[src/rtl/uart_rx_fifo.sv]
// Receive-side FWFT byte FIFO behind the UART receiver: captures one byte per rx_done rising edge,
// pops on rd_en, drops bytes while full and latches a sticky overrun flag.
module uart_rx_fifo #(
  parameter int ADDR_W = 4,
  parameter int DATA_W = 8
) (
  input  logic              clk,
  input  logic              reset,
  input  logic              rx_done,
  input  logic [DATA_W-1:0] rx_data,
  input  logic              rd_en,
  output logic [DATA_W-1:0] rd_data,
  output logic              empty,
  output logic              full,
  output logic [ADDR_W:0]   count,
  output logic              overrun,
  input  logic              ovr_clr
);

  localparam int DEPTH = 2 ** ADDR_W;
  localparam logic [ADDR_W:0] DEPTH_CNT = DEPTH[ADDR_W:0];

  logic [DATA_W-1:0] mem [DEPTH];

  logic [ADDR_W-1:0] wr_ptr_q, wr_ptr_d;
  logic [ADDR_W-1:0] rd_ptr_q, rd_ptr_d;
  logic [ADDR_W:0]   count_q, count_d;
  logic              overrun_q, overrun_d;
  logic              rx_done_prev_q, rx_done_prev_d;

  logic push_req;
  logic pop;
  logic push_ok;
  logic drop;

  always_comb begin
    empty    = (count_q == '0);
    full     = (count_q == DEPTH_CNT);
    push_req = rx_done & ~rx_done_prev_q;
    pop      = rd_en & ~empty;
    // A pop in the same cycle frees the slot, so a full FIFO can still take the byte.
    push_ok  = push_req & (~full | pop);
    drop     = push_req & full & ~pop;
  end

  always_comb begin
    rx_done_prev_d = rx_done;
    wr_ptr_d       = wr_ptr_q;
    rd_ptr_d       = rd_ptr_q;
    count_d        = count_q;
    overrun_d      = overrun_q;

    if (push_ok) wr_ptr_d = wr_ptr_q + 1'b1;
    if (pop)     rd_ptr_d = rd_ptr_q + 1'b1;

    case ({push_ok, pop})
      2'b10:   count_d = count_q + 1'b1;
      2'b01:   count_d = count_q - 1'b1;
      default: count_d = count_q;
    endcase

    // Set wins over clear when a drop coincides with ovr_clr.
    if (drop)         overrun_d = 1'b1;
    else if (ovr_clr) overrun_d = 1'b0;
  end

  always_ff @(posedge clk or posedge reset) begin
    if (reset) begin
      wr_ptr_q       <= '0;
      rd_ptr_q       <= '0;
      count_q        <= '0;
      overrun_q      <= 1'b0;
      rx_done_prev_q <= 1'b0;
    end else begin
      wr_ptr_q       <= wr_ptr_d;
      rd_ptr_q       <= rd_ptr_d;
      count_q        <= count_d;
      overrun_q      <= overrun_d;
      rx_done_prev_q <= rx_done_prev_d;
    end
  end

  always_ff @(posedge clk) begin
    if (push_ok) mem[wr_ptr_q] <= rx_data;
  end

  always_comb begin
    rd_data = empty ? '0 : mem[rd_ptr_q];
    count   = count_q;
    overrun = overrun_q;
  end

endmodule
[config.mk]
export PLATFORM = sky130hd
export DESIGN_NAME = uart_rx_fifo
export DESIGN_NICKNAME = d
export VERILOG_FILES = /design/src/rtl/uart_rx_fifo.sv
export SDC_FILE = /design/constraint.sdc
export NUM_CORES = 1
export LEC_CHECK = 0
export CORE_AREA = 2 2 111 113
export DETAILED_ROUTE_END_ITERATION = 12
export DIE_AREA = 0 0 113 115
export HOLD_SLACK_MARGIN = 0.08
export PLACE_DENSITY = 0.65
export SYNTH_ARGS = -nofsm -noshare
export SYNTH_HDL_FRONTEND = slang
export SYNTH_SLANG_ARGS = --single-unit
[constraint.sdc]
create_clock -name clk -period 4.01 [get_ports clk]
set_clock_uncertainty 0.1 [all_clocks]
set_input_delay 0.6015 -clock clk [delete_from_list [all_inputs] [get_ports clk]]
set_output_delay 0.6015 -clock clk [all_outputs]
set_load 0.01 [all_outputs]
# Word-level counts from Yosys, hierarchy flattened
# Memory sizes are Yosys's and may differ from the RTL's.
# Index checks and enable logic that the tools add are counted.
[op_classes]
add_sub_neg = 4
n_eq_ne = 3
muxes = 6
bitwise = 10
reduce_logical = 3
[op_table]
columns = ["operator", "count"]
rows = [
  ["case mux 5 bit (2 select lines)", 1],
  ["adder 4 x 1 -> 4 bit, second input constant", 2],
  ["two-way mux 8 bit", 1],
  ["adder 5 x 1 -> 5 bit, second input constant", 1],
  ["bitwise AND 1 bit", 5],
  ["equality test 5 bit, second input constant", 1],
  ["zero test 5 bit", 1],
  ["subtractor 5 x 1 -> 5 bit, second input constant", 1],
  ["two-way mux 1 bit", 4],
  ["inverter 1 bit", 4],
  ["nonzero test 2 bit", 2],
  ["equality test 2 x 1 -> 1 bit, second input constant", 1],
  ["equality test 2 bit, second input constant", 1],
  ["OR 1 bit", 1],
]
[word_totals]
reg_bits = 15
mem_bits_rw = 128
in_bits = 13
output_inout_bits = 16
wordCells = 32
mem_count = 1
[memory_table]
columns = ["name", "depth", "width", "rd", "rd_ports_with_merged_regs", "write_ports", "line", "text"]
rows = [
  ["mem", 16, 8, 1, 0, 1, "23", "logic [DATA_W-1:0] mem [DEPTH];"],
]

# Depth between registers and ports, before layout
[logic_depth]
ltp_word = 7
ltp_mapped = 9
depth_no_buf = 8

# Worst setup path before layout
# OpenSTA, ideal clock, no wires.
[synth_path]
kind = "register to register"
startpoint = "register count_q[1], in the netlist count[1]"
endpoint = "register count_q[4], in the netlist count[4]"
setup_time_ns = 0.077
t_arrival_ns = 2.345
t_required_ns = 3.833
setup_slack_ns = 1.488
path_stages_with_launch = 10
path_buffers = 1
synth_period_minus_slack_ns = 2.522
cell_sequence = "dfrtp_1 buf_2 or4_4 o21ai_2 o31ai_1 ha_1 o31a_1 nor4_1 a21oi_1 a21oi_1"
[synth_via]
elab_chain_len = 7
[synth_rtl]
columns = ["element", "line", "text"]
rows = [
  ["from (decl)", "27", "logic [ADDR_W:0] count_q, count_d;"],
  ["from (signal assigned)", "77", "count_q <= count_d;"],
  ["zero test 5 bit", "37", "empty = (count_q == '0);"],
  ["inverter 1 bit", "40", "pop = rd_en & ~empty;"],
  ["bitwise AND 1 bit", "40", ""],
  ["OR 1 bit", "42", "push_ok = push_req & (~full | pop);"],
  ["bitwise AND 1 bit", "42", ""],
  ["equality test 2 x 1 -> 1 bit or equality test 2 bit (tied branches)", "56", "case ({push_ok, pop})"],
  ["case mux 5 bit (2 select lines) or nonzero test 2 bit (tied branches)", "n/a", ""],
]
# Parallel ways exist; a longest one is shown, timed or not.
# A chain may end at the register's enable or synchronous reset.

# Worst setup path after layout
[layout_path]
startpoint = "register rd_ptr_q[1]"
endpoint = "output port rd_data[3]"
[layout_via]
elab_chain_len = 2
[layout_rtl]
columns = ["element", "line", "text"]
rows = [
  ["from (decl)", "26", "logic [ADDR_W-1:0] rd_ptr_q, rd_ptr_d;"],
  ["from (signal assigned)", "76", "rd_ptr_q <= rd_ptr_d;"],
  ["memory (16 x 8 bit)", "n/a", ""],
  ["two-way mux 8 bit", "88", "rd_data = empty ? '0 : mem[rd_ptr_q];"],
  ["to (decl)", "12", "output logic [DATA_W-1:0] rd_data,"],
]
# Every way passes these cells.

==> out/summary.md <==
The flow ran to the end, but the final reports show violations. The checks that failed: design-rule violations. The internal portion of the total power is 3.46 mW.

Mean area per synthesized cell: 19.1 µm². In the final routed layout, each cell accounts on average for 21.8 µm. For this block, the initial DRC count from the detailed router was 242. In this run the core area contains 40 standard-cell rows. Leaving out filler cells and counting taps, the final layout contains 501.

The library cells used most frequently in the layout, excluding fill and tap cells, are edfxtp_1, mux4_2, clkdlybuf4s50_1. The clock sink total came out at 143. Once the clock tree was built, the resizer swapped 0 gates to a different size. Max-cap violations in this run came to 0.

The run gives 1.40 mW as the net switching power. In this run the remaining antenna-violating nets after routing total 0. The count of buffers added on input and output ports is 28. When the netlist entered floorplanning its net count stood at 323. The clock group share of total power was 0.312; the final critical path time including I/O delays and setup was 3.77 ns.

The final cycle utilization of the critical path works out to 0.941. In this run the cell area of the synthesized design comes to 0.00580 mm². Global routing finished with a remaining overflow of 0. The logs give 0.327 mV for the peak supply drop and 0.186 for the total global routing track utilization. The initial standard-cell utilization of the core is 0.491.

Setup violations remaining at the end of the flow were counted as 0. In this run the vertical extent of the chip is 115 µm. The critical path goes through buf_4 > mux4_2 > a22oi_1 > a21oi_1 > clkdlybuf4s50_1. Relative to the synthesized area, the layout overhead comes to 18.0%. TritonCTS created 17 clock buffers.

The detailed placer's ending HPWL came out at 6830 µm. The largest single stage delay on the critical path is 1.08 ns. The first global-routing pass estimated 17200 µm of wire. Summed over all cells, the static leakage comes to 2.26 nW. The tightest slew margin relative to the limit was 0.254. The floorplan step defined a core boundary enclosing 0.0118 mm². Synthesis handed over a netlist of 303 instances. The worst hold-check path type was register to register.

The tools report the buffer cell driving the clock tree root as clkbuf_16. The power share of the sequential group is 0.405. The number of different library cells used by synthesis comes to 40.

The nature of the critical path startpoint is a register. The run gives 3.07 ns as the arrival time at the worst endpoint. The routed design has 10900 µm of wire.

The number of failing hold endpoints at the final stage came out at 0. For this run, the post-layout net count is 363. The actual transition at the worst max-transition pin was 1.12 ns; the number of hold-repair buffers added at the cts stage was 0. The max-slew violation count was 0; the number of instances in the placed design was 471. The fraction of layout cells with a size suffix above 1 is 0.212.

STA puts the critical path data required time at 3.31 ns. The H-tree depth reported by CTS was 4. The run gives 2970 as the via count of the first global-routing pass. The tools report the number of antenna violations at the first check in global routing as 0. Power spread over the standard cell area amounts to 711 mW/mm². After clock tree synthesis, the clock-pin slew on the worst setup and hold paths is 0.05 ns. The run gives 0.0130 mm² as the die outline area.

The worst-path maximum fanout came out at 23. The count of vias placed by the detailed router was 2891; the synthesis-stage register bit count was 143. Buffers added to address setup during post-CTS repair amount to 0. For this run, design rule violations remaining after detail routing come to 3. The clock latency reported for the late side of the worst-skew pair came out at 0.40 ns.

For this design the top-level I/O count stands at 29. Entering global routing, the biggest net connects 24 pins. The peak clock frequency supported by timing was 265 MHz; the number of detailed-routing iterations run before antenna repair was 8. Counting along the longest clock path gives a buffer depth of 2.

Leaving out fill and tap cells, the most frequent cell in the layout is edfxtp_1. For the final total negative setup slack, the log shows 0 ns. The start-to-end type of the worst setup path was register to primary output. The Yosys step of the flow raised 0 warnings.

For the antenna diode instance count, the log shows 0. The worst setup path is captured at a primary output. Setup repair after global routing left no endpoint under its margin. From left edge to right edge, the die measures 113 µm. The fraction of power consumed by combinational cells was 0.283. The number of fill cells in the layout is 880. On the critical path, the stage with the largest delay is an instance of dfrtp_1. In the routed layout, each cell is associated on average with a via count of 5.77. The sequential share of the synthesized area is 0.728. The switching power as a share of total power was 0.289. TritonCTS built the clock tree. Final weighted congestion in routability-driven placement: 0.774.
[critical path, delay by kind of cell, from the launching register on]
kind                   cells  cell delay (ns)
AO/OA/AOI/OAI              2             0.36
multiplexers               1             0.33
buffers and inverters      2             0.89
flip-flops                 1             1.08
[worst paths after layout]
| path | cells past startpoint | start | end | slack, ns |
|---|---|---|---|---|
| worst max register to register | 8 | count[0]$_DFFE_PP0P_ | count[4]$_DFFE_PP0P_ | 1.30 |
| worst min-delay path | 1 | overrun$_DFFE_PP0P_ | overrun$_DFFE_PP0P_ | 0.42 |
| max in group asynchronous | 2 | reset | rd_ptr_q[0]$_DFFE_PP0P_ | 2.96 |
| min in group asynchronous | 2 | reset | count[2]$_DFFE_PP0P_ | 0.45 |
| worst max-delay path | 5 | rd_ptr_q[1]$_DFFE_PP0P_ | rd_data[3] | 0.24 |
| worst min register to register | 1 | overrun$_DFFE_PP0P_ | overrun$_DFFE_PP0P_ | 0.42 |
[registers in the layout, indices dropped and copies added (netlist names)]
| signal | count |
|---|---|
| rx_done_prev_q | 1 |
| rd_ptr_q | 4 |
| overrun | 1 |
| wr_ptr_q | 4 |
| mem | 128 |
| count | 5 |
[per-stage QoR]
step	util	hold slack (ns)	area, µm²	power, mW	setup WS [ns]
after global placement	0.531	0.385	6270	3.36	0.717
after global routing	0.579	0.466	6840	5.11	0.0679
final	0.579	0.423	6840	4.86	0.237
after floorplan	-	0.390	5800	2.84	1.49
after detailed placement	0.531	0.416	6270	3.39	0.623
after CTS	0.579	0.442	6840	4.91	0.181
[cell families (layout without fill, tap and decap cells)]
family / count (synthesis) / in the layout / synth area share
flops: 143 / 143 / 0.728
compound gates: 44 / 44 / 0.0553
simple gates: 42 / 42 / 0.0440
mux: 34 / 34 / 0.128
buf+inv: 25 / 76 / 0.0175
xor+xnor: 8 / 8 / 0.0121
fa+ha+maj: 7 / 7 / 0.0151
[area by class of cell]
type	instances	area, µm²	area share
Tap cell	147	184	0.0269
Sequential cell	143	4220	0.617
Clock inverter	13	149	0.0218
Clock buffer	17	425	0.0622
Timing Repair Buffer	35	345	0.0505
Multi-Input combinational cell	135	1480	0.216
Inverter	11	41.3	0.00604
[cell usage after synthesis]
library cell	n	area [µm²]
a2111oi_1	1	10.0
a211oi_2	2	25.0
a21oi_1	10	50.1
a22oi_1	18	135
a31oi_1	3	18.8
a31oi_2	1	12.5
a32o_1	1	10.0
and2_1	13	81.3
and3b_1	2	17.5
buf_1	3	11.3
buf_2	6	30.0
clkbuf_1	5	18.8
dfrtp_1	15	375
edfxtp_1	128	3840
ha_1	7	87.6
inv_1	11	41.3
mux2_1	2	22.5
mux4_2	32	721
nand2_1	2	7.51
nand2b_1	1	6.26
nand3_1	2	10.0
nand4_1	1	6.26
nor2_1	10	37.5
nor2b_1	3	18.8
nor3_1	1	5.00
nor3b_1	1	7.51
nor4_1	1	6.26
nor4_4	1	21.3
o21a_1	1	7.51
o21ai_0	3	15.0
o21ai_2	1	8.76
o31a_1	1	8.76
o31ai_1	1	7.51
o41a_1	1	11.3
or2_1	1	6.26
or2_2	1	6.26
or3_1	1	6.26
or4_4	1	11.3
xnor2_1	5	43.8
xor2_1	3	26.3
[routing by layer]
metal,share of wire,GRT usage,routed length [µm],vias up
met4,0.011,0.0512,125,0
met1,0.44,0.254,4760,1483
li1,-,-,-,1304
met3,0.064,0.0585,704,13
met2,0.49,0.295,5340,91
met5,0,0,0,-
[power by group through the flow]
| stage | Clock (mW) | Sequential, mW | Combinational (mW) |
|---|---|---|---|
| 6_report | 1.52 | 1.97 | 1.37 |
| 2_1_floorplan | 0 | 1.87 | 0.968 |
| 4_1_cts | 1.54 | 1.98 | 1.39 |
| 5_1_grt | 1.61 | 2.00 | 1.50 |
| 3_3_place_gp | 0 | 2.00 | 1.37 |
| 3_5_place_dp | 0 | 2.01 | 1.38 |
(Power assumes the default switching activity.)
